### src/rtl/neuron_pkg.sv
// Shared defaults and FSM encoding for the MAC/threshold neuron datapath.
// Latency: n/a (declarations only).
// Backpressure: n/a.
package neuron_pkg;

    localparam int DATA_W_DEF  = 8;
    localparam int ACC_W_DEF   = 20;
    localparam int N_PAIRS_DEF = 64;

    typedef enum logic [1:0] {
        ST_IDLE  = 2'd0,
        ST_ACCUM = 2'd1,
        ST_DRAIN = 2'd2,
        ST_DONE  = 2'd3
    } mac_state_t;

endpackage

### src/rtl/sat_add.sv
// Signed W-bit adder; saturating with ovf flag when MAC_SATURATE_EN is defined, else wrapping.
// Latency: combinational.
// Backpressure: none.
// Ports: a, b (signed operands), sum (result), ovf (add overflowed and was clamped).
// Build option: MAC_SATURATE_EN selects clamping; without it the add wraps and ovf is 0.
module sat_add #(
    parameter int W = 20
) (
    input  logic [W-1:0] a,
    input  logic [W-1:0] b,
    output logic [W-1:0] sum,
    output logic         ovf
);

    logic [W-1:0] raw_sum;

    assign raw_sum = a + b;

`ifdef MAC_SATURATE_EN
    logic over;

    // Overflow is only possible when both operands share a sign and the
    // result's sign differs from it.
    assign over = (a[W-1] == b[W-1]) && (raw_sum[W-1] != a[W-1]);

    always_comb begin
        sum = raw_sum;
        if (over) begin
            sum = a[W-1] ? {1'b1, {(W-1){1'b0}}} : {1'b0, {(W-1){1'b1}}};
        end
    end

    assign ovf = over;
`else
    assign sum = raw_sum;
    assign ovf = 1'b0;
`endif

endmodule

### src/rtl/mac_threshold_unit.sv
// Two-stage signed multiply-accumulate over N_PAIRS operand pairs, then a compare against a latched threshold.
// Latency: out_valid rises in the third cycle counted from the cycle the last pair is presented (2 drain cycles).
// Backpressure: result held in DONE until out_ack; operand pairs arriving in DRAIN/DONE are ignored.
// Ports: clk, rst (async, active-high), rst_mem (sync clear), mul_mem_en/ac_mem_en/rd_data_ptr/data_a/data_b
//        (operand stream), threshold/threshold_ready (threshold load), out_ack (consumer handshake),
//        acc_out/neuron_out/out_valid/ovf (result), busy (FSM not idle).
// Build option: MAC_SATURATE_EN enables saturating accumulation and the sticky ovf flag (inside sat_add).
module mac_threshold_unit
    import neuron_pkg::*;
#(
    parameter int DATA_W  = DATA_W_DEF,
    parameter int ACC_W   = ACC_W_DEF,
    parameter int N_PAIRS = N_PAIRS_DEF
) (
    input  logic              clk,
    input  logic              rst,
    input  logic              rst_mem,
    input  logic              mul_mem_en,
    input  logic              ac_mem_en,
    input  logic [5:0]        rd_data_ptr,
    input  logic [DATA_W-1:0] data_a,
    input  logic [DATA_W-1:0] data_b,
    input  logic [ACC_W-1:0]  threshold,
    input  logic              threshold_ready,
    input  logic              out_ack,
    output logic [ACC_W-1:0]  acc_out,
    output logic              neuron_out,
    output logic              out_valid,
    output logic              ovf,
    output logic              busy
);

    localparam logic [5:0] PTR_LAST = 6'(N_PAIRS - 1);

    mac_state_t state;
    logic       drain_cnt;

    // Stage 1 registers
    logic [2*DATA_W-1:0] p_dat;
    logic                p_vld;
    logic                p_acc;

    // Stage 2 / threshold registers
    logic [ACC_W-1:0] acc;
    logic [ACC_W-1:0] thr_q;
    logic [ACC_W-1:0] thr_pend;
    logic             thr_pend_vld;

    logic [2*DATA_W-1:0] a_ext;
    logic [2*DATA_W-1:0] b_ext;
    logic [2*DATA_W-1:0] prod;
    logic [ACC_W-1:0]    p_ext;
    logic [ACC_W-1:0]    add_sum;
    logic                add_ovf;
    logic                sample;
    logic                last_pair;
    logic                add_en;

    // Low 2*DATA_W bits of the product of sign-extended operands equal the
    // full signed product, so an unsigned multiply is sufficient here.
    assign a_ext = {{DATA_W{data_a[DATA_W-1]}}, data_a};
    assign b_ext = {{DATA_W{data_b[DATA_W-1]}}, data_b};
    assign prod  = a_ext * b_ext;
    assign p_ext = {{(ACC_W-2*DATA_W){p_dat[2*DATA_W-1]}}, p_dat};

    // Pairs are only taken before the last pointer has been seen; anything
    // presented in DRAIN or DONE would corrupt the finished sum.
    assign sample    = mul_mem_en && ((state == ST_IDLE) || (state == ST_ACCUM));
    assign last_pair = sample && (rd_data_ptr == PTR_LAST);
    assign add_en    = p_vld && p_acc;
    assign busy      = (state != ST_IDLE);

    sat_add #(.W(ACC_W)) u_sat_add (
        .a   (acc),
        .b   (p_ext),
        .sum (add_sum),
        .ovf (add_ovf)
    );

    always_ff @(posedge clk or posedge rst) begin
        if (rst) begin
            state        <= ST_IDLE;
            drain_cnt    <= 1'b0;
            p_dat        <= '0;
            p_vld        <= 1'b0;
            p_acc        <= 1'b0;
            acc          <= '0;
            thr_q        <= '0;
            thr_pend     <= '0;
            thr_pend_vld <= 1'b0;
            ovf          <= 1'b0;
            out_valid    <= 1'b0;
            neuron_out   <= 1'b0;
            acc_out      <= '0;
        end else begin
            // A threshold arriving while a result is on display is parked and
            // applied on the cycle after DONE is left, so the consumer never
            // sees the compare basis change under it.
            if (state == ST_DONE) begin
                if (threshold_ready) begin
                    thr_pend     <= threshold;
                    thr_pend_vld <= 1'b1;
                end
            end else if (threshold_ready) begin
                thr_q        <= threshold;
                thr_pend_vld <= 1'b0;
            end else if (thr_pend_vld) begin
                thr_q        <= thr_pend;
                thr_pend_vld <= 1'b0;
            end

            if (rst_mem) begin
                state     <= ST_IDLE;
                drain_cnt <= 1'b0;
                p_vld     <= 1'b0;
                p_acc     <= 1'b0;
                acc       <= '0;
                ovf       <= 1'b0;
                out_valid <= 1'b0;
            end else begin
                p_vld <= sample;
                p_acc <= sample && ac_mem_en;
                if (sample) begin
                    p_dat <= prod;
                end

                if (add_en) begin
                    acc <= add_sum;
                    ovf <= ovf | add_ovf;
                end

                case (state)
                    ST_IDLE: begin
                        if (sample) begin
                            state     <= last_pair ? ST_DRAIN : ST_ACCUM;
                            drain_cnt <= 1'b0;
                        end
                    end
                    ST_ACCUM: begin
                        if (last_pair) begin
                            state     <= ST_DRAIN;
                            drain_cnt <= 1'b0;
                        end
                    end
                    ST_DRAIN: begin
                        // First drain cycle lets stage 2 absorb the last
                        // product; the second publishes the settled sum.
                        if (drain_cnt) begin
                            state      <= ST_DONE;
                            out_valid  <= 1'b1;
                            acc_out    <= acc;
                            neuron_out <= ($signed(acc) >= $signed(thr_q));
                        end else begin
                            drain_cnt <= 1'b1;
                        end
                    end
                    ST_DONE: begin
                        if (out_ack) begin
                            state     <= ST_IDLE;
                            out_valid <= 1'b0;
                            acc       <= '0;
                            ovf       <= 1'b0;
                        end
                    end
                    default: state <= ST_IDLE;
                endcase
            end
        end
    end

endmodule

### config.mk
export PLATFORM = sky130hd
export DESIGN_NAME = mac_threshold_unit
export DESIGN_NICKNAME = d
export VERILOG_FILES = /design/src/rtl/neuron_pkg.sv /design/src/rtl/sat_add.sv /design/src/rtl/mac_threshold_unit.sv
export SDC_FILE = /design/constraint.sdc
export NUM_CORES = 1
export LEC_CHECK = 0
export BUFFER_PORTS_ARGS = -buffer_cell sky130_fd_sc_hd__buf_2
export CORE_ASPECT_RATIO = 1.75
export CORE_MARGIN = 8
export CORE_UTILIZATION = 28
export CTS_BUF_LIST = sky130_fd_sc_hd__clkbuf_2
export CTS_CLUSTER_SIZE = 24
export DETAILED_ROUTE_END_ITERATION = 8
export PLACE_DENSITY = 0.53
export SLEW_MARGIN = 20
export SYNTH_ARGS = -nofsm -noshare
export SYNTH_HDL_FRONTEND = slang
export SYNTH_SLANG_ARGS = --single-unit
### constraint.sdc
create_clock -name clk -period 5.7 [get_ports clk]
set_input_delay 1.14 -clock clk [delete_from_list [all_inputs] [get_ports clk]]
set_output_delay 1.14 -clock clk [all_outputs]
set_load 0.01 [all_outputs]
# [Yosys cells after proc, flatten, opt, wreduce, memory -nomap -nowiden]
# Cells that the tools add are included.
[word_totals] regBits=105 inputBits=49 out_inout_bits=24 wordCells=74
[classes] add_sub_neg=1 n_mul=1 magnitude_cmp=1 eq_ne=9 mux=27 n_bitwise=2 reduce_logical=20
[ops] cell="20-bit two-way mux" n=6
[ops] cell="20-bit adder" n=1
[ops] cell="20-bit greater-or-equal comparator" n=1
[ops] cell="8-bit by 8-bit multiplier with 16-bit output" n=1
[ops] cell="1-bit two-way mux" n=12
[ops] cell="2-bit two-way mux" n=6
[ops] cell="3-bit != test (second input constant)" n=4
[ops] cell="3-bit AND reduction" n=3
[ops] cell="2-bit case mux with 4 select lines" n=1
[ops] cell="2-bit AND reduction" n=4
[ops] cell="2-bit nonzero test" n=4
[ops] cell="6-bit equality test (second input constant)" n=1
[ops] cell="2-bit equality test (second input constant)" n=2
[ops] cell="1-bit logical AND" n=4
[ops] cell="4-bit AND reduction" n=1
[ops] cell="4-bit nonzero test" n=1
[ops] cell="1-bit case mux with 3 select lines" n=1
[ops] cell="3-bit nonzero test" n=1
[ops] cell="2-bit by 1-bit equality test with 1-bit output (second input constant)" n=1
[ops] cell="2-bit logical NOT" n=1
[ops] cell="2-bit != test (second input constant)" n=1
[ops] cell="1-bit NOT" n=2
[ops] cell="1-bit case mux with 2 select lines" n=1
[ops] cell="1-bit logical OR" n=1

# [Depth between registers and ports, before layout]
# Gate-level depths: netlist (run 1).
[logic_depth] word_depth=8 mapped_depth=17 ltp_nobuf=17

# [By module]
# Synthesis (run 1) repeated with hierarchy kept, for this count alone.
[hier_totals] cells_unflattened=856 area_unflattened_um2=8196.6
[by_module_without_submodules] module="mac_threshold_unit" instances=1 cells_each=726 area_per_inst_um2=7257.0 seq_area_each_um2=2627.5
[by_module_without_submodules] module="sat_add" instances=1 cells_each=130 area_per_inst_um2=939.7 seq_area_each_um2=0.0

# [Worst setup path after synthesis (run 1)]
# OpenSTA, ideal clock, no wires.
[synth_path] path_type="input to register" from="in data_b[4]" to="reg p_dat[14]" setup_ns=0.069 arrival_ns=4.865 required_time_ns=5.631 setup_slack_ns=0.766 cell_stages=16 cell_sequence="and2_1 fa_1 inv_1 fa_1 inv_1 fa_1 inv_1 fa_1 inv_1 ha_1 a21oi_1 o21ai_0 a21o_1 a31oi_1 or4b_1 nand3_1"
[synth_between] elab_chain_len=1
[synth_rtl] item="start, declared" line="mac_threshold_unit.sv:22" rtl="input logic [DATA_W-1:0] data_b,"
[synth_rtl] item="8-bit by 8-bit multiplier with 16-bit output" line="mac_threshold_unit.sv:63" rtl="assign prod = a_ext * b_ext;"
[synth_rtl] item="end signal, assigned" line="mac_threshold_unit.sv:124" rtl="p_dat <= prod;"
[synth_rtl] item="end, declared" line="mac_threshold_unit.sv:39" rtl="logic [2*DATA_W-1:0] p_dat;"
# No other way between the ends.
# A chain may end at the register's enable or synchronous reset.

# [Worst setup path in the final report (run 1)]
[layout_path] from="in data_a[0]" to="reg p_dat[14]"
[layout_between] elab_chain_len=1
[layout_rtl] item="start, declared" line="mac_threshold_unit.sv:21" rtl="input logic [DATA_W-1:0] data_a,"
[layout_rtl] item="8-bit by 8-bit multiplier with 16-bit output" line="mac_threshold_unit.sv:63"
# No other way between the ends.

==> results of run 1 <==
[power by group through the flow]
stage                     Combinational [mW]  Sequential [mW]  Clock [mW]
after global routing                    1.80             1.05       0.332
after global placement                  1.55             1.04           0
after detailed placement                1.57             1.04           0
final                                   1.53             1.03       0.284
after CTS                               1.57             1.03       0.303
after floorplan                         1.25             1.01           0
[path summary, 6_finish.rpt]
check                           from           to  slack, ns  depth (start not counted)
max reg2reg                 p_dat[0]      acc[16]       2.91                          9
min reg2reg                 thr_q[5]     thr_q[5]       0.52                          2
min                         thr_q[5]     thr_q[5]       0.52                          2
min in group asynchronous        rst    out_valid       0.61                          2
max in group asynchronous        rst  acc_out[13]       4.04                          3
max                        data_a[0]    p_dat[14]       1.08                         16
[final cells by class]
class | instances | area [sq um]
inverters | 112 | 423
repair buffers | 75 | 385
well taps | 378 | 473
fillers | 3013 | 19600
multi-input cells | 605 | 5020
clock inverters | 6 | 26.3
flip-flops and latches | 104 | 2600
diodes | 1 | 2.50
clock buffers | 10 | 50.0
[sequential cells by signal (all words and copies together), names as in the netlist]
| name | flops |
|---|---|
| acc | 20 |
| acc_out | 20 |
| thr_pend | 20 |
| thr_q | 20 |
| p_dat | 16 |
| state | 2 |
| drain_cnt | 1 |
| neuron_out | 1 |
| out_valid | 1 |
| p_acc | 1 |
| p_vld | 1 |
| thr_pend_vld | 1 |
[synthesized netlist by cell type (2+ instances only)]
| cell | number | area, sq um |
|---|---|---|
| inv_1 | 111 | 417 |
| dfrtp_1 | 104 | 2600 |
| nand2_1 | 101 | 379 |
| ha_1 | 72 | 901 |
| fa_1 | 56 | 1120 |
| o21ai_0 | 51 | 255 |
| and2_1 | 45 | 282 |
| mux2_2 | 40 | 450 |
| a21oi_1 | 35 | 175 |
| nor2_1 | 30 | 113 |
| mux2i_1 | 22 | 220 |
| xnor2_1 | 19 | 166 |
| clkbuf_1 | 16 | 60.1 |
| a21o_1 | 14 | 105 |
| nand3_1 | 14 | 70.1 |
| nor2b_1 | 10 | 62.6 |
| nor3_1 | 10 | 50.1 |
| nand4_1 | 9 | 56.3 |
| a31oi_1 | 8 | 50.1 |
| o21a_1 | 7 | 52.6 |
| xor2_1 | 7 | 61.3 |
| a211oi_1 | 5 | 37.5 |
| nand2b_1 | 5 | 31.3 |
| o21bai_1 | 5 | 37.5 |
| a21oi_2 | 3 | 26.3 |
| buf_2 | 3 | 15.0 |
| o211ai_1 | 3 | 22.5 |
| o31ai_1 | 3 | 22.5 |
| or4_1 | 3 | 22.5 |
| a211o_1 | 2 | 17.5 |
| nor3b_1 | 2 | 15.0 |
| nor4_1 | 2 | 12.5 |
| o21ai_1 | 2 | 10.0 |
| o41ai_1 | 2 | 17.5 |
| or4b_1 | 2 | 20.0 |
[cells in the final DEF (no fill, tap or decap), drive strengths merged, types with 3 or more instances in the layout]
cell type / Yosys / layout
nor3: 10 / 10
o211ai: 4 / 4
mux2i: 22 / 22
or4: 3 / 3
and2: 45 / 45
o41ai: 3 / 3
dfrtp: 104 / 104
a31oi: 8 / 8
o21a: 7 / 7
mux2: 40 / 40
nor2: 30 / 30
o31ai: 3 / 3
nand2: 101 / 101
inv: 111 / 111
buf: 5 / 75
nand4: 9 / 9
clkinv: 1 / 6
nand2b: 5 / 5
o21bai: 5 / 5
o21ai: 54 / 54
nand3: 14 / 14
a21oi: 38 / 38
fa: 56 / 56
a211oi: 6 / 6
xor2: 7 / 7
clkbuf: 16 / 10
a21o: 14 / 14
ha: 72 / 72
nor2b: 10 / 10
xnor2: 19 / 19
[routing by layer]
layer	share of wire [%]	global-route usage (%)	wire length, microns	up-vias
li1	-	-	-	2947
met1	42	11.9	7360	2778
met4	1.6	3.61	286	0
met3	2.9	1.32	509	17
met5	0	0	0	-
met2	54	19.9	9500	68
[cells by family (layout without fill, tap and decap cells)]
kind of cell	after synthesis	count (layout)	share of synthesized area (%)
AO/OA/AOI/OAI	152	152	11.8
XOR/XNOR	26	26	2.80
adder cells (fa/ha/maj)	128	128	24.9
buffers and inverters	133	203	6.23
flip-flops	104	104	32.0
multiplexers	62	62	8.25
other	1	2	0.0461
AND/OR/NAND/NOR	236	236	14.0
[worst max-delay path: cells and delay by family]
| family | cells | cell delay [ns] |
|---|---|---|
| fa+ha+maj | 5 | 2.43 |
| simple gates | 3 | 0.75 |
| compound gates | 4 | 0.58 |
| buf+inv | 4 | 0.29 |
[metrics by stage]
stage	hold WS (ns)	instances
CTS	0.521	1290
global placement	0.469	1274
global route	0.544	1291
detailed placement	0.471	1274
floorplan	0.450	842
finish	0.517	1291
==> results.yml, run 1 <==
status:
  status: "complete, no violations"
timing:
  fin_crit_ns: 4.62
  timing.fmax_mhz: 217
  report.final.slew_viol_count: 0
  finalSetupViolCount: 0
  setup_ws_ns: 1.08
  rsz0062_at_grt: "no"
  tightest_slew_ns: 0.995
  hold_viol: 0
  tns_ns: 0
  fin_crit_sh_pct: 81.0
  relSlewSlack_pct: 33.7
  clock_skew_ns: 0.0395
global_routing:
  grt_pass1_vias: 6096
  grt_pass1_wl_mm: 29.6
  grt.total_usage_pct: 10.6
  antenna_found_initial: 1
  grt_max_degree: 62
  grt-ovfl-total: 0
clock_tree:
  clk_path_buf_depth: 2
  cts.sinks: 104
  clk_latency_ns: 0.62
  cts.reportedPaths.clkPinSlew_ns: 0.27
  cts_inserted_buffers: 9
  cts_tree: "done"
  cts.root.buffer_cell: "clkbuf_2"
  cts-hold-fix-buffers: 0
  post_cts_resized: 0
  post_cts_buffers: 0
  cts.htree.levels: 3
detailed_routing:
  routed-via-count: 5810
  vias_per_cell: 4.50
  route.detailed.drc: 0
  wirelength_mm: 17.7
  antenna_left: 0
  wire_per_inst_microns: 13.7
  drtPass1Iterations: 4
  drtIter0Drc: 157
yosys:
  ys_types: 54
  ys_warn_count: 0
  async_flop_share_pct: 100
  ys_ff_latch: 104
  syn_nets: 1019
  synth_edf_count: 0
  syn_avg_cell_area_sq_um: 9.65
  syn_inst: 842
  ys_seq_area_share_pct: 32.0
  synth_area_sq_um: 8130
  synth_ff_type: "dfrtp_1"
power:
  p_int_mw: 1.65
  p_comb_share_pct: 53.9
  vdd.ir_drop.worst_mv: 0.124
  power_density_nw_per_um2: 317
  p_total_mw: 2.85
  p_leak_nw: 4.51
  power.switching_mw: 1.20
  clockPowerShare_pct: 10.0
  seqPwrFrac_pct: 36.1
  swShare_pct: 42.2
worst_setup_path:
  end_kind: "register"
  critPathKind: "input pin to register"
  path_cells: "buf_2 > nand2b_1 > fa_1 > fa_1 > inv_1 > fa_1 > inv_1 > fa_1 > inv_1 > ha_1 > a21oi_1 > o21ai_0 > a21o_1 > a31oi_1 > or4b_1 > nand3_1"
  worstPathArrival_ns: 5.20
  startpoint_type: "input pin"
  required_ns: 6.29
  cp_common_cell: "fa_1"
  crit_fanout: 8
  crit_slowest_cell: "fa_1"
  crit_path_max_incr_delay_ns: 0.55
placed_design:
  globalplace.congestion: 0.838
  pre_cts_ws_ns: 0.402
  dpl_cell_area_sq_um: 8910
  io_buffers: 71
  hpwl_mm: 14.9
worst_hold_path:
  hold_class: "register to register"
floorplanning:
  ios: 73
  die-area_sq_um: 35000
  num_rows: 82
  start_util_pct: 28.4
  fp.coreArea_sq_um: 28600
  die_x_microns: 145
  chipHeight_microns: 241
finish:
  layout-drive-gt1-share_pct: 15.0
  area_growth_pct: 10.5
  fin_nets: 1084
  fin_util_pct: 31.4
  fin_area_sq_um: 8990
run:
  maxCapViolCount: 0
No activity file was read; power rests on OpenSTA's default activity.
==> run 2: changes to the inputs <==
- PLACE_DENSITY: 0.53 -> 0.54
- clock period: 5.7 -> 4.2 ns (I/O delays scaled with it)
==> results.yml, run 2 (synthesized netlist as in run 1, its figures left out) <==
clock_tree:
  clk_latency_ns: 0.59
  cts.root.buffer_cell: "clkbuf_2"
  cts_inserted_buffers: 9
  cts-hold-fix-buffers: 0
  cts.sinks: 104
  cts.reportedPaths.clkPinSlew_ns: 0.28
  clk_path_buf_depth: 2
  cts_tree: "done"
  cts.htree.levels: 3
finish:
  area_growth_pct: 17.1
  layout_common_cells: "inv_1 (107), dfrtp_1 (104), nand2_1 (99)"
  fin_util_pct: 33.3
  fill_cells: 2946
  fin_cells: 1343
  fin_nets: 1137
  layout_commonest_cell: "inv_1"
  layout-drive-gt1-share_pct: 22.0
placed_design:
  globalplace.congestion: 0.881
  hpwl_mm: 15.4
  post-place-cells: 1327
  io_buffers: 71
worst_setup_path:
  crit_path_max_incr_delay_ns: 0.53
  crit_fanout: 5
  startpoint_type: "input pin"
  path_cells: "buf_2 > buf_4 > and2_1 > fa_1 > fa_1 > fa_1 > inv_1 > fa_1 > inv_1 > ha_4 > o21a_1 > a21o_1 > a31oi_1 > or4b_1 > nand3_1"
  worstPathArrival_ns: 4.61
  crit_slowest_cell: "fa_1"
  cp_common_cell: "fa_1"
  critPathKind: "input pin to register"
  required_ns: 4.77
  end_kind: "register"
status:
  status: "complete, no violations"
timing:
  clock_skew_ns: 0.0298
  tightest_slew_ns: 0.974
  finalSetupViolCount: 0
  relSlewSlack_pct: 35.1
  hold_viol: 0
  timing.fmax_mhz: 248
  fin_crit_sh_pct: 96.0
  report.final.slew_viol_count: 0
  rsz0062_at_grt: "no"
  whs_ns: 0.300
  fin_crit_ns: 4.03
detailed_routing:
  drtPass1Iterations: 4
  antenna_left: 0
  route.detailed.drc: 0
  wirelength_mm: 18.1
  vias_per_cell: 4.47
  routed-via-count: 6008
  drtIter0Drc: 174
  wire_per_inst_microns: 13.5
power:
  vdd.ir_drop.worst_mv: 0.206
  p_leak_nw: 4.78
  p_total_mw: 4.33
  power_density_nw_per_um2: 455
floorplanning:
  start_util_pct: 28.4
  ios: 73
  chipHeight_microns: 241
  die-area_sq_um: 35000
  fp.coreArea_sq_um: 28600
  die_x_microns: 145
  num_rows: 82
global_routing:
  grt_max_degree: 54
  grt_pass1_vias: 6267
  grt.total_usage_pct: 10.9
  grt-ovfl-total: 0
  grt_pass1_wl_mm: 30.4
  antenna_found_initial: 1
run:
  maxCapViolCount: 0
worst_hold_path:
  hold_class: "input pin to asynchronous set/reset pin"
## run 2: area by class of cell
type / instances / area, sq um / share of cell area [%]
clock inverters: 4 / 22.5 / 0.237
diodes: 1 / 2.50 / 0.0263
repair buffers: 128 / 796 / 8.36
flip-flops and latches: 104 / 2600 / 27.3
well taps: 378 / 473 / 4.97
inverters: 112 / 423 / 4.44
multi-input cells: 605 / 5150 / 54.1
clock buffers: 11 / 55.1 / 0.578
## run 2: power by group
group          total (mW)  switching (mW)  internal [mW]
clock               0.395           0.319         0.0751
combinational        2.54            1.28           1.26
sequential           1.40           0.153           1.24
## run 2: per-layer routing
metal | GRT usage, % | wire length (microns)
met1 | 11.6 | 7240
met2 | 21.0 | 9970
met3 | 1.01 | 475
met4 | 4.75 | 441
met5 | 0 | 0
## run 2: timing repair
item                                    in CTS  in global routing
hold endpoints to repair                     0                  0
setup buffers                                0                  0
endpoints found under the setup margin       0                  1
gates resized for setup                      0                  1
## run 2: final timing paths
check / from / slack, ns / end / depth (start not counted)
max in group asynchronous: rst / 2.98 / thr_pend[19] / 3
setup / recovery: data_a[6] / 0.17 / p_dat[14] / 15
hold reg to reg: thr_q[12] / 0.52 / thr_q[12] / 2
hold / removal: rst / 0.30 / acc[9] / 2
min in group clk: rst_mem / 0.45 / out_valid / 2
setup reg to reg: acc[0] / 1.37 / acc[16] / 9
## run 2: critical path, delay by kind of cell
family	cells	cell delay (ns)
compound gates	3	0.34
fa+ha+maj	5	2.27
buf+inv	4	0.39
simple gates	3	0.76
## run 2: stage by stage
stage          setup TNS [ns]  area [sq um]  setup WS [ns]
2_1_floorplan          -0.448          8250         -0.275
3_3_place_gp            -2.78          9440         -0.485
3_5_place_dp            -2.98          9440         -0.521
4_1_cts                     0          9510          0.194
5_1_grt                     0          9520         0.0132
6_report                    0          9520          0.168
==> run 3: changes to the inputs <==
- ABC_AREA: unset -> 1
==> results.yml, run 3 <==
status:
  status: "complete, no violations"
finish:
  layout_commonest_cell: "nand2_1"
  fin_area_sq_um: 9910
  area_growth_pct: 15.7
  fin_cells: 1576
  layout_common_cells: "nand2_1 (252), inv_1 (215), dfrtp_1 (104)"
  fin_util_pct: 32.6
  fin_nets: 1356
  layout-drive-gt1-share_pct: 18.0
yosys:
  syn_nets: 1266
  yosysTopAreaCellShare_pct: 30.4
  yosysMostFrequentCell: "nand2_1"
  ys_types: 41
  ys_ff_latch: 104
  ys_seq_area_share_pct: 30.4
  ys_warn_count: 0
  synthTopCellsByArea: "dfrtp_1 (30%), fa_1 (13%), nand2_1 (11%)"
  syn_inst: 1089
  yosysTopAreaCell: "dfrtp_1"
  synth_area_sq_um: 8570
  synth_top_cells_by_count: "nand2_1 (260), inv_1 (223), dfrtp_1 (104), nor2_1 (74), ha_1 (72)"
  syn_avg_cell_area_sq_um: 7.87
  synth_ff_type: "dfrtp_1"
  async_flop_share_pct: 100
  synth_edf_count: 0
power:
  vdd.ir_drop.worst_mv: 0.246
  p_comb_share_pct: 59.4
  seqPwrFrac_pct: 29.4
  p_int_mw: 2.83
  clockPowerShare_pct: 11.2
  p_leak_nw: 5.53
  power.switching_mw: 2.16
  swShare_pct: 43.3
  p_total_mw: 4.98
  power_density_nw_per_um2: 503
detailed_routing:
  route.detailed.drc: 0
  antenna_left: 0
  drtPass1Iterations: 4
  drtIter0Drc: 259
  routed-via-count: 7072
  vias_per_cell: 4.49
  wire_per_inst_microns: 13.9
  wirelength_mm: 21.9
clock_tree:
  post_cts_buffers: 0
  clk_latency_ns: 0.62
  clk_path_buf_depth: 2
  cts-hold-fix-buffers: 0
  post_cts_resized: 0
  cts_inserted_buffers: 9
  cts.sinks: 104
  cts.reportedPaths.clkPinSlew_ns: 0.28
  cts.root.buffer_cell: "clkbuf_2"
  cts_tree: "done"
  cts.htree.levels: 3
floorplanning:
  fp.coreArea_sq_um: 30400
  ios: 73
  chipHeight_microns: 247
  die-area_sq_um: 36700
  start_util_pct: 28.2
  num_rows: 85
  die_x_microns: 148
placed_design:
  dpl_cell_area_sq_um: 9760
  hpwl_mm: 18.5
  pre_cts_ws_ns: -0.430
  io_buffers: 71
  post-place-cells: 1559
  globalplace.congestion: 0.858
worst_setup_path:
  crit_fanout: 7
  end_kind: "register"
  worstPathArrival_ns: 4.52
  critPathKind: "input pin to register"
  startpoint_type: "input pin"
  required_ns: 4.74
timing:
  clock_skew_ns: 0.0408
  rsz0062_at_grt: "no"
  fin_crit_sh_pct: 94.7
  whs_ns: 0.322
  report.final.slew_viol_count: 0
  hold_viol: 0
  timing.fmax_mhz: 252
  relSlewSlack_pct: 41.4
  setup_ws_ns: 0.224
  finalSetupViolCount: 0
  tightest_slew_ns: 0.877
  fin_crit_ns: 3.98
  tns_ns: 0
global_routing:
  grt-ovfl-total: 0
  grt_max_degree: 61
  grt.total_usage_pct: 12.4
  antenna_found_initial: 2
  grt_pass1_vias: 7309
  grt_pass1_wl_mm: 36.1
worst_hold_path:
  hold_class: "input pin to asynchronous set/reset pin"
run:
  maxCapViolCount: 0
run 3: cell count changes after synthesis, moves of 13 or more:
cell,delta
mux2i_1,-22
clkbuf_1,+13
a21oi_1,+14
and2_1,-44
inv_1,+112
nor2_1,+44
a31oi_1,+15
nand3_1,+24
nand2_1,+159
run 3: per-layer routing:
layer  wire, microns  up-vias  share of wire, %  global-route usage, %
li1                -     3559                 -                      -
met1            8150     3387                37                   12.6
met2           12500       93                57                   24.7
met3             519       31               2.4                   1.15
met4             691        2               3.2                   5.21
met5              13        -             0.059                      0
run 3: cell families after synthesis:
group / after synthesis / synth area share, %
AND/OR/NAND/NOR: 407 / 19.4
buffers and inverters: 259 / 11.6
AO/OA/AOI/OAI: 144 / 9.44
adder cells (fa/ha/maj): 128 / 23.6
flip-flops: 104 / 30.4
multiplexers: 29 / 3.81
XOR/XNOR: 17 / 1.74
other: 1 / 0.0438
run 3: layout make-up:
cell class	instances	area (sq um)
fill	3364	20500
antenna	1	2.50
clock inverter	7	101
multi-input combinational	726	5140
clock buffer	9	45.0
sequential	104	2600
tap	391	489
timing repair buffer	114	691
inverter	224	843
run 3: final timing paths:
kind | start | to | slack (ns) | depth (start not counted)
worst max-delay path | data_b[4] | p_dat[12] | 0.22 | 19
worst min-delay path | rst | thr_pend[17] | 0.32 | 2
worst max register to register | p_dat[0] | acc[18] | 2.00 | 14
worst min register to register | acc_out[16] | acc_out[16] | 0.52 | 2
max in group asynchronous | rst | acc[15] | 3.16 | 3
min in group clk | threshold[12] | thr_q[12] | 0.45 | 3
run 3: worst max-delay path, stage by stage:
cell       delay (ns)
buf_2            0.16
buf_4            0.15
nand2_1          0.06
inv_1            0.05
fa_1             0.48
inv_1            0.07
fa_1             0.53
inv_1            0.05
fa_1             0.47
inv_1            0.05
fa_1             0.49
inv_2            0.05
ha_4             0.23
a21oi_2          0.20
nand2_1          0.12
nand2_1          0.09
o2111ai_2        0.10
xor2_1           0.18
o21ai_1          0.15
run 3: power groups by stage:
stage,Combinational (mW),Sequential [mW],Clock (mW)
global route,3.41,1.50,0.613
CTS,3.02,1.47,0.582
floorplan,2.16,1.43,0
global placement,2.97,1.48,0
detailed placement,3.01,1.49,0
finish,2.96,1.47,0.557
